[src/rtl/pipe_stage_reg.sv]
// pipe_stage_reg: two-entry skid-buffered pipeline register carrying one
// decoded-instruction payload (IR, PC, register numbers, operand data).
// Optional macro PIPE_STAGE_PERF_EN adds the bubble_cnt performance counter
// (downstream ready but nothing to offer), saturating at all-ones.
//
// state   | meaning
// --------+-------------------------------------------------------------
// S_EMPTY | nothing held; in_ready=1, out_valid=0
// S_ONE   | main holds the head payload; skid unused; in_ready=1
// S_TWO   | main holds the head, skid holds the next; in_ready=0
module pipe_stage_reg #(
  parameter int WIDTH        = 32,
  parameter int REG_ADDR_LEN = 5
) (
  input  logic                    clk,
  input  logic                    rst,
  input  logic                    in_valid,
  output logic                    in_ready,
  output logic                    out_valid,
  input  logic                    out_ready,
  input  logic                    flush,
  input  logic [WIDTH-1:0]        IR_in,
  input  logic [WIDTH-3:0]        PC_in,
  input  logic [REG_ADDR_LEN-1:0] Rd_no_in,
  input  logic [REG_ADDR_LEN-1:0] Rs_no_in,
  input  logic [REG_ADDR_LEN-1:0] Rt_no_in,
  input  logic [WIDTH-1:0]        Rs_data_in,
  input  logic [WIDTH-1:0]        Rt_data_in,
  output logic [WIDTH-1:0]        IR_out,
  output logic [WIDTH-3:0]        PC_out,
  output logic [REG_ADDR_LEN-1:0] Rd_no_out,
  output logic [REG_ADDR_LEN-1:0] Rs_no_out,
  output logic [WIDTH-1:0]        Rs_data_out,
  output logic [REG_ADDR_LEN-1:0] Rt_no_out,
  output logic [WIDTH-1:0]        Rt_data_out
`ifdef PIPE_STAGE_PERF_EN
  ,
  output logic [31:0]             bubble_cnt
`endif
);

  localparam int PAY_W = 3*WIDTH + (WIDTH-2) + 3*REG_ADDR_LEN;

  localparam logic [1:0] S_EMPTY = 2'd0;
  localparam logic [1:0] S_ONE   = 2'd1;
  localparam logic [1:0] S_TWO   = 2'd2;

  logic [1:0]       r_state;
  logic             r_in_ready;
  logic             r_out_valid;
  logic [PAY_W-1:0] r_main;
  logic [PAY_W-1:0] r_skid;

  logic [1:0]       w_state_nxt;
  logic             w_in_xfer;
  logic             w_out_xfer;
  logic             w_main_ld_in;
  logic             w_main_ld_skid;
  logic             w_skid_ld;
  logic [PAY_W-1:0] w_pay_in;

  // Each field comes straight from its own input port.
  assign w_pay_in = {IR_in, PC_in, Rd_no_in, Rs_no_in, Rs_data_in, Rt_no_in, Rt_data_in};

  assign {IR_out, PC_out, Rd_no_out, Rs_no_out, Rs_data_out, Rt_no_out, Rt_data_out} = r_main;

  assign in_ready   = r_in_ready;
  assign out_valid  = r_out_valid;
  assign w_in_xfer  = in_valid && r_in_ready;
  assign w_out_xfer = r_out_valid && out_ready;

  // Next-state and load-enable decode; flush empties without touching data.
  always_comb begin
    w_state_nxt    = r_state;
    w_main_ld_in   = 1'b0;
    w_main_ld_skid = 1'b0;
    w_skid_ld      = 1'b0;
    if (flush) begin
      w_state_nxt = S_EMPTY;
    end else begin
      case (r_state)
        S_EMPTY: begin
          if (w_in_xfer) begin
            w_main_ld_in = 1'b1;
            w_state_nxt  = S_ONE;
          end
        end
        S_ONE: begin
          if (w_in_xfer && w_out_xfer) begin
            w_main_ld_in = 1'b1;
          end else if (w_in_xfer) begin
            w_skid_ld   = 1'b1;
            w_state_nxt = S_TWO;
          end else if (w_out_xfer) begin
            w_state_nxt = S_EMPTY;
          end
        end
        S_TWO: begin
          if (w_out_xfer) begin
            w_main_ld_skid = 1'b1;
            w_state_nxt    = S_ONE;
          end
        end
        default: w_state_nxt = S_EMPTY;
      endcase
    end
  end

  // State plus registered handshake outputs derived from the next state.
  always_ff @(posedge clk) begin
    if (rst) begin
      r_state     <= S_EMPTY;
      r_in_ready  <= 1'b1;
      r_out_valid <= 1'b0;
    end else begin
      r_state     <= w_state_nxt;
      r_in_ready  <= (w_state_nxt != S_TWO);
      r_out_valid <= (w_state_nxt != S_EMPTY);
    end
  end

  // Payload storage: main drives the outputs, skid absorbs one stalled beat.
  always_ff @(posedge clk) begin
    if (rst) begin
      r_main <= '0;
      r_skid <= '0;
    end else begin
      if (w_main_ld_in) begin
        r_main <= w_pay_in;
      end else if (w_main_ld_skid) begin
        r_main <= r_skid;
      end
      if (w_skid_ld) begin
        r_skid <= w_pay_in;
      end
    end
  end

`ifdef PIPE_STAGE_PERF_EN
  logic [31:0] r_bubble_cnt;

  // Count cycles where downstream is ready but starved; flush does not clear it.
  always_ff @(posedge clk) begin
    if (rst) begin
      r_bubble_cnt <= '0;
    end else if (out_ready && !r_out_valid && (r_bubble_cnt != 32'hFFFF_FFFF)) begin
      r_bubble_cnt <= r_bubble_cnt + 32'd1;
    end
  end

  assign bubble_cnt = r_bubble_cnt;
`endif

endmodule

[config.mk]
export PLATFORM = sky130hd
export DESIGN_NAME = pipe_stage_reg
export DESIGN_NICKNAME = d
export VERILOG_FILES = /design/src/rtl/pipe_stage_reg.sv
export SDC_FILE = /design/constraint.sdc
export NUM_CORES = 1
export LEC_CHECK = 0
export ABC_AREA = 1
export CELL_PAD_IN_SITES_DETAIL_PLACEMENT = 1
export CELL_PAD_IN_SITES_GLOBAL_PLACEMENT = 1
export CORE_MARGIN = 4
export CORE_UTILIZATION = 38
export CTS_CLUSTER_DIAMETER = 200
export DETAILED_ROUTE_END_ITERATION = 12
export PLACE_DENSITY = 0.92
export SETUP_SLACK_MARGIN = 0.05
export SLEW_MARGIN = 5
export SYNTH_ARGS = -nofsm -noshare
export SYNTH_HDL_FRONTEND = slang
export SYNTH_SLANG_ARGS = --single-unit
export TNS_END_PERCENT = 5
[constraint.sdc]
create_clock -name clk -period 3.8 [get_ports clk]
set_clock_uncertainty 0.1 [all_clocks]
set_input_delay 0.57 -clock clk [delete_from_list [all_inputs] [get_ports clk]]
set_output_delay 0.57 -clock clk [all_outputs]
set_load 0.02 [all_outputs]
==> flow_summary.json, run 1 <==
{
  "insertion_delay_ps": 500,
  "worstHoldStart": "r_main[76]$_SDFFE_PP0P_",
  "initial_core_util_pct": 38.6,
  "grt_busiest_layer": "met2",
  "clockBufferDepth": 3,
  "dp_hpwl_um": 28300,
  "grt_max_degree": 283,
  "clk_pin_slew_ps": 60,
  "rsz0062_at_grt": "false",
  "viasPerCell": 5.66,
  "end_kind": "register",
  "syn_area_mm2": 0.0130,
  "synth_top_area_cell": "dfxtp_1",
  "hold_violations": 0,
  "slew_viol_final": 0,
  "antenna_found_initial": 8,
  "worst_ep_arrival_time_ps": 3290,
  "crit_path_start": "r_state[1]$_SDFF_PP0_",
  "synth-seq-cells": 286,
  "crit_path_cell_trace": "nor2_1 > nand3_4 > buf_12 > nand3_1 > a21oi_1",
  "reg2reg_to": "r_main[66]$_SDFFE_PP0P_",
  "p_per_area_mw_per_mm2": 449,
  "routedWlPerCell_um": 19.8,
  "setup_tns_ps": 0,
  "met1_usage_pct": 31.3,
  "antenna_left": 0,
  "yosysWarnings": 0,
  "syn_nets": 2051,
  "cts_tree": "done",
  "cts_hold_buf": 0,
  "drc": 0,
  "synth.distinct_cells": 18,
  "final_area_mm2": 0.0170,
  "cpPeakStageDelay_ps": 940,
  "drtIter0Drc": 978,
  "fp.dieH_um": 193,
  "die_area_mm2": 0.0372,
  "rows": 67,
  "fin_nets": 2207,
  "io_pins": 289,
  "synth_top_area_share_pct": 44.1,
  "path_max_fanout": 282,
  "cts_resized": 0,
  "fin_crit_sh_pct": 78.1,
  "fp.dieW_um": 193,
  "hold_end": "r_main[76]$_SDFFE_PP0P_",
  "vias": 14300,
  "rr_worst_depth": 5,
  "place_area_mm2": 0.0159,
  "cts_sinks": 286,
  "drive_above_1_share_pct": 3.46,
  "status": "finished clean",
  "port_buffers": 288,
  "critical_path.slowest_cell": "dfxtp_4",
  "grt_use_met3_pct": 6.13,
  "worstMarginPinSlew_ps": 1330,
  "cp_data_required_time_ps": 4120,
  "place.gp.congestion": 0.764,
  "criticalPathCategory": "register to register",
  "core_area_mm2": 0.0336,
  "postSynthCellCount": 1905,
  "syn_to_final_growth_pct": 31.1,
  "synth.avg_cell_area_um2": 6.81,
  "grt_pass1_vias": 15300,
  "cts-root-buf": "clkbuf_16",
  "worst-r2r-setup-slack_ps": 830,
  "yosysSeqAreaShare_pct": 44.1,
  "cts-buffers-inserted": 34,
  "grt_remaining_overflow": 0,
  "r2r-start": "r_state[1]$_SDFF_PP0_",
  "peakVddDrop_mv": 0.248,
  "max_clock_freq_ghz": 0.337,
  "postCtsSetupRepairBufs": 0,
  "htreeDepth": 2,
  "track_usage_pct": 26.2,
  "routed_wl_um": 50200,
  "period_minus_slack_ps": 2970,
  "grt_pass1_wl_um": 79700,
  "hold_depth": 2,
  "drt-pass1-iter-count": 5,
  "drv_cap": 0,
  "worst_setup_path_start_kind": "register",
  "min_path_type": "register to register",
  "relSlewSlack_pct": 11.6,
  "setup_viol": 0,
  "synth.area.top_cells": "dfxtp_1 44%, nand3_1 11%, nand2_1 8.3%, nor2_1 8.2%, nand4_1 6.8%",
  "met2_usage_pct": 45.9,
  "power.leakage_nw": 7.00
}
-- layer usage --
layer	part of all wire, %	wire, um	vias up
met3	7.3	3640	101
met5	0.082	41	-
li1	-	-	6620
met1	41	20600	7113
met4	3.0	1490	6
met2	49	24400	498
-- stage by stage --
| step | std cells | setup slack [ps] | hold slack (ps) | util [%] | power, mW |
|---|---|---|---|---|---|
| after floorplan | 1905 | 2010 | 355 | - | 3.93 |
| after global placement | 2473 | 896 | 361 | 47.4 | 4.49 |
| after detailed placement | 2473 | 836 | 375 | 47.4 | 4.53 |
| after CTS | 2529 | 929 | 383 | 50.6 | 7.70 |
| after global routing | 2533 | 614 | 397 | 50.6 | 7.96 |
| final | 2534 | 831 | 381 | 50.6 | 7.64 |
-- registers in the layout (all words and copies together) (netlist names) --
| signal | cells |
|---|---|
| r_main | 141 |
| out_valid | 1 |
| r_skid | 141 |
| in_ready | 1 |
| r_state | 2 |
-- placed cells by master (no fill, tap or decap) --
master / netlist / final
nand2_1: 287 / 287
clkdlybuf4s50_1: 0 / 287
dfxtp_1: 286 / 285
nor2_1: 284 / 284
nand3_1: 286 / 284
inv_1: 145 / 144
a21oi_1: 142 / 142
nand4_1: 141 / 141
o21ai_0: 115 / 115
clkbuf_16: 0 / 37
o21ai_1: 28 / 28
clkbuf_1: 108 / 10
buf_12: 0 / 9
clkbuf_8: 0 / 7
buf_4: 0 / 7
diode_2: 0 / 5
inv_4: 0 / 3
nand2_4: 0 / 2
nand3_4: 0 / 2
nor2_4: 0 / 1
nor3_4: 1 / 1
xnor2_1: 1 / 1
nand3b_1: 1 / 1
clkinv_2: 0 / 1
clkinv_4: 0 / 1
dfxtp_4: 0 / 1
-- worst max path at each step --
stage / endpoint / slack [ps] / cells past startpoint
after floorplan: r_main[100]$_SDFFE_PP0P_ / 2010 / 7
after global placement: r_main[33]$_SDFFE_PP0P_ / 900 / 7
after detailed placement: r_main[128]$_SDFFE_PP0P_ / 840 / 7
after CTS: r_main[95]$_SDFFE_PP0P_ / 930 / 5
after global routing: r_main[65]$_SDFFE_PP0P_ / 610 / 6
final: r_main[66]$_SDFFE_PP0P_ / 830 / 5
-- logic make-up (layout without fill, tap and decap cells) --
| logic type | Yosys count | count (layout) | synth area share [%] |
|---|---|---|---|
| buffers and inverters | 330 | 506 | 10.1 |
| and+or+nand+nor | 1003 | 1003 | 34.7 |
| other | 0 | 5 | 0 |
| xor gates and xnor gates | 1 | 1 | 0.0675 |
| DFF | 286 | 286 | 44.1 |
| AOI/OAI and AO/OA | 285 | 285 | 11.0 |
-- where the power goes --
| group | total (mW) | internal, mW | switching [mW] | leakage, nW |
|---|---|---|---|---|
| Clock | 3.15 | 1.90 | 1.25 | 0.526 |
| Sequential | 3.25 | 3.15 | 0.103 | 2.33 |
| Combinational | 1.23 | 0.506 | 0.723 | 4.14 |
-- layout make-up --
class / count / area, um2
diodes: 5 / 12.5
clock buffers: 54 / 1060
clock inverters: 2 / 13.8
fillers: 4184 / 16600
inverters: 147 / 559
multi-input cells: 1289 / 5970
flip-flops and latches: 286 / 5730
well taps: 448 / 561
repair buffers: 303 / 3110
-- synthesized netlist by cell type --
master	count
nand3_1	286
nand2_2	2
nand3b_1	1
inv_2	2
o21ai_1	28
inv_1	145
buf_1	13
nor2_2	1
o21ai_0	115
nand2_1	287
clkbuf_1	108
nor2_1	284
xnor2_1	1
nand4_1	141
buf_2	62
nor3_4	1
dfxtp_1	286
a21oi_1	142
-- critical path, delay by kind of cell (launching register included) --
family                 cells  cell delay [ps]
AO/OA/AOI/OAI              1              220
buffers and inverters      1              780
flip-flops                 1              940
AND/OR/NAND/NOR            3              550
Power figures use the tool's default switching activity.
==> run 2, diff against run 1 <==
--- a/config.mk
+++ b/config.mk
@@ -9,10 +9,10 @@
 export CELL_PAD_IN_SITES_DETAIL_PLACEMENT = 1
 export CELL_PAD_IN_SITES_GLOBAL_PLACEMENT = 1
 export CORE_MARGIN = 4
-export CORE_UTILIZATION = 38
+export CORE_UTILIZATION = 32
 export CTS_CLUSTER_DIAMETER = 200
 export DETAILED_ROUTE_END_ITERATION = 12
-export PLACE_DENSITY = 0.92
+export PLACE_DENSITY = 0.83
 export SETUP_SLACK_MARGIN = 0.05
 export SLEW_MARGIN = 5
 export SYNTH_ARGS = -nofsm -noshare
==> constraint.sdc (replaced) <==
create_clock -name clk -period 2.5 [get_ports clk]
set_clock_uncertainty 0.1 [all_clocks]
set_input_delay 0.375 -clock clk [delete_from_list [all_inputs] [get_ports clk]]
set_output_delay 0.375 -clock clk [all_outputs]
set_load 0.02 [all_outputs]
==> flow_summary.json, run 2 (synthesis gave the netlist of run 1 again) <==
{
  "status": "finished clean",
  "routedWlPerCell_um": 18.8,
  "criticalPathCategory": "register to output pin",
  "worstMarginPinSlew_ps": 1070,
  "viasPerCell": 5.31,
  "top_regs": "r_main (141), r_skid (141), r_state (2)",
  "final_cell_mix": "287 x nand2_1, 287 x clkdlybuf4s50_1, 285 x dfxtp_1",
  "grt_remaining_overflow": 0,
  "grt_pass1_wl_um": 78500,
  "worst_setup_path_start_kind": "register",
  "initial_core_util_pct": 32.5,
  "swShare_pct": 26.7,
  "routed_wl_um": 49400,
  "p_seq_share_pct": 40.7,
  "pre_cts_ws_ps": 86.1,
  "setup_viol": 0,
  "drtIter0Drc": 927,
  "p_comb_share_pct": 15.8,
  "path_max_fanout": 3,
  "track_usage_pct": 21.6,
  "fin_nets": 2224,
  "critical_path.slowest_cell": "clkdlybuf4s50_1",
  "fin_crit_sh_pct": 82.1,
  "p_per_area_mw_per_mm2": 692,
  "syn_to_final_growth_pct": 35.0,
  "clk_pin_slew_ps": 60,
  "grt_pass1_vias": 14400,
  "power_switching_mw": 3.23,
  "internal_power_mw": 8.88,
  "power_frac_clock_pct": 43.5,
  "power.total_mw": 12.1,
  "clockBufferDepth": 3,
  "crit_path_cell_trace": "clkdlybuf4s50_1",
  "cts_hold_buf": 0,
  "hold_violations": 0,
  "postCtsSetupRepairBufs": 0,
  "period_minus_slack_ps": 2050,
  "core_area_mm2": 0.0399,
  "cp_data_required_time_ps": 2030,
  "placed_cells": 2566,
  "vias": 14000,
  "max_clock_freq_ghz": 0.487,
  "relSlewSlack_pct": 28.6,
  "drt-pass1-iter-count": 5,
  "postLayoutSetupSlackWorst_ps": 447,
  "drive_above_1_share_pct": 4.52,
  "cts-root-buf": "clkbuf_16",
  "whs_ps": 165,
  "htreeDepth": 2,
  "crit_buf_inv": 1,
  "setup_tns_ps": 0,
  "peakVddDrop_mv": 0.550,
  "fp.dieW_um": 209,
  "cpPeakStageDelay_ps": 690,
  "antenna_left": 0,
  "cts_resized": 0,
  "dp_hpwl_um": 29600,
  "io_pins": 289,
  "port_buffers": 288,
  "cts_tree": "done",
  "min_path_type": "primary input to register",
  "insertion_delay_ps": 530,
  "slew_viol_final": 0,
  "place.gp.congestion": 0.785,
  "worst_ep_arrival_time_ps": 1580,
  "drc": 0,
  "power.leakage_nw": 7.21,
  "die_area_mm2": 0.0438,
  "nFillCells": 4929,
  "crit_family": "buffers and inverters",
  "cts-buffers-inserted": 35,
  "finalNonFillerCells": 2632,
  "grt_max_degree": 142,
  "cts_sinks": 286,
  "antenna_found_initial": 5,
  "rows": 73,
  "rsz0062_at_grt": "false",
  "drv_cap": 0,
  "fp.dieH_um": 209,
  "end_kind": "output pin"
}
-- run 2: cell type report --
cell class | instances | area (um2) | share of cell area [%]
clock buffer | 56 | 1090 | 6.21
antenna | 3 | 7.51 | 0.0429
tap | 525 | 657 | 3.75
clock inverter | 7 | 110 | 0.629
sequential | 286 | 5730 | 32.7
inverter | 147 | 559 | 3.19
timing repair buffer | 319 | 3390 | 19.3
multi-input combinational | 1289 | 5970 | 34.1
-- run 2: worst paths after layout --
path	start	to	slack [ps]	cells past startpoint
worst min register to register	r_main[93]$_SDFFE_PP0P_	r_main[93]$_SDFFE_PP0P_	380	2
worst max-delay path	in_ready$_SDFF_PP1_	in_ready	450	1
worst min-delay path	rst	r_skid[124]$_SDFFE_PP0P_	170	4
worst max register to register	out_valid$_SDFF_PP0_	r_skid[96]$_SDFFE_PP0P_	550	7
-- run 2: power by group through the flow --
stage,Sequential (mW),Clock [mW],Combinational (mW)
2_1_floorplan,5.20,0,0.776
3_3_place_gp,5.02,0,1.87
3_5_place_dp,5.03,0,1.91
4_1_cts,4.93,5.39,1.93
5_1_grt,4.95,5.60,2.08
6_report,4.93,5.27,1.91
-- run 2: per-stage QoR --
stage / cell area, um2 / utilization [%]
final: 17500 / 43.9
after global routing: 17500 / 43.9
after CTS: 17500 / 43.9
after detailed placement: 16300 / 40.9
after global placement: 16300 / 40.9
after floorplan: 13000 / -
-- run 2: layer usage --
layer | up-vias | GRT usage [%] | share of wire [%]
met5 | - | 0 | 0.081
met4 | 4 | 5.29 | 1.5
met3 | 53 | 4.72 | 5.7
met2 | 377 | 36.8 | 49
met1 | 6899 | 27.9 | 44
li1 | 6653 | - | -
==> edit (settings of run 2) <==
Build with the macro `PIPE_STAGE_PERF_EN` defined.
--- a/src/rtl/pipe_stage_reg.sv
+++ b/src/rtl/pipe_stage_reg.sv
@@ -10,2 +10,4 @@
 // S_TWO   | main holds the head, skid holds the next; in_ready=0
+`define PIPE_STAGE_PERF_EN
+
 module pipe_stage_reg #(
Behaviour (old outputs only; new: bubble_cnt): same outputs for any inputs over 4 cycles, from zero or initial values and one cycle with rst high; that may be too few to reach the edited logic, so the function may still have changed.
==> edit against run 2 <==
  * Critical path type is now flip-flop to flip-flop
  * Worst setup slack got worse by 190 ps
  * Register-to-register slack got worse by 300 ps
  * Synthesized area decreased by 2.4%
  * Highest routed layer unchanged
  * Critical path depth increased by 9
  * Sequential cell count increased by 32
  * Core utilization increased by 1.6 points
  * Routed wire length decreased by 4.2%
  * Total power about the same
  * Design area increased by 1.1%
==> edit: results (changes against run 2) <==
| Metric | Value |
|---|---|
| Final net count | `2180 (was 2224)` |
| TritonCTS buffer count | `38 (was 35)` |
| Mean routed wirelength per cell | `18.37 um (was 18.79 um)` |
| Initial drt markers | `537 (was 927)` |
| Initial antenna violation count | `4 (was 5)` |
| Synth cell types | `26 (was 18)` |
| Post_cts resized | `0 (unchanged)` |
| Gpl congestion | `0.8380 (was 0.7849)` |
| Relative slew slack | `0.5031 (was 0.2859)` |
| Syn Inst Count | `1755 (was 1905)` |
| Dpl cells | `2511 (was 2566)` |
| Clock Path Buffers | `3 (unchanged)` |
| Lkg Pwr | `6.526 nW (was 7.213 nW)` |
| First-pass GRT wire length | `73.19 mm (was 78.54 mm)` |
| H-tree Lvls | `2 (unchanged)` |
| Worst Path Arrival | `2520 ps (was 1580 ps)` |
| Sequential fraction of the synthesis area | `0.5025 (was 0.4412)` |
| Async SR Flop Fraction | `0 (unchanged)` |
| Setup bufs post-CTS | `0 (unchanged)` |
| Status | `completed (unchanged)` |
| Clock root buffer | `clkbuf_16 (unchanged)` |
| DP Wirelength | `32.36 mm (was 29.62 mm)` |
| Largest net degree at the start of global routing | `101 (was 142)` |
| Tightest Hold Check Type | `input port to flip-flop (unchanged)` |
| Later-pin clock latency in the skew report | `530 ps (about the same)` |
| Clock transition at path regs | `60 ps (about the same)` |
| CP Max Fanout | `24 (was 3)` |
| 1st-pass router iterations | `5 (unchanged)` |
| Ratio of cells with drive above 1 in the final layout | `0.06365 (was 0.04515)` |
| Commonest cells in the synthesized netlist | `561 x nand2_1, 352 x nor2_1, 318 x dfxtp_1 (was 287 x nand2_1, 286 x dfxtp_1, 286 x nand3_1)` |
| Max VDD drop | `0.4691 mV (was 0.5500 mV)` |
| Primary FF master, synth | `dfxtp_1 (unchanged)` |
| Buffers on Ports | `320 (was 288)` |
| Net count after synthesis | `1902 (was 2051)` |
| Largest cells by area after synthesis | `dfxtp_1 50%, nand2_1 17%, nor2_1 10% (was dfxtp_1 44%, nand3_1 11%, nand2_1 8.3%)` |
| Via count | `12969 (was 13986)` |
| Detailed Route WL | `47.37 mm (was 49.44 mm)` |
| Vias in the first global route | `13869 (was 14350)` |
| GRT Total Usage | `0.2121 (was 0.2160)` |
| Ys Warns | `0 (unchanged)` |
| Setup WS pre-CTS | `132.0 ps (was 86.07 ps)` |
## edit: final cells by class
type                    count  area [sq um]
repair buffers            352          3607
flip-flops and latches    318          6366
clock buffers              56          1130
inverters                  38         152.6
well taps                 518         648.1
multi-input cells        1285          5679
clock inverters             9         110.1
diodes                      3         7.507
fillers                  4789         21220
## edit: worst paths after layout
path,slack (ps),cells after the start,end,startpoint
hold reg to reg,370,2,r_main[12],r_main[12]
hold / removal,150,2,r_main[82],rst
setup / recovery,250,10,bubble_cnt[4],bubble_cnt[0]
setup reg to reg,250,10,bubble_cnt[4],bubble_cnt[0]
## edit: cell families after synthesis
group,after synthesis,synth area share
simple gates,954,0.2923
fa+ha+maj,1,0.0009874
xor+xnor,13,0.008987
compound gates,317,0.1452
buf+inv,152,0.05007
flops,318,0.5025
## edit: metrics by stage
stage	area [sq um]	hold WS, ps
after floorplan	12670	358.9
after global placement	16450	362.4
after detailed placement	16450	371.0
after CTS	17690	134.9
after global routing	17700	156.7
final	17700	148.6
## edit: critical path, cell delays in order (launching register included)
cell and delay (ps):
dfxtp_1 400, ha_1 250, inv_1 100, nor2_4 180, nand2_4 100, nor2_8 180
nand2_4 110, nand2_4 210, inv_2 250, nand2_1 150, a21oi_2 60
## edit: power breakdown
part | leakage, nW | internal [mW] | switching, mW
Combinational | 3.34 | 0.565 | 0.679
Clock | 0.600 | 3.33 | 2.18
Sequential | 2.58 | 5.25 | 0.112
## edit: metal layers
layer,track usage,vias up,wire length [um]
met5,0,-,13
met4,0.06232,2,1194
met3,0.06390,83,3193
met2,0.3759,287,23800
met1,0.2478,6353,19170
li1,-,6244,-
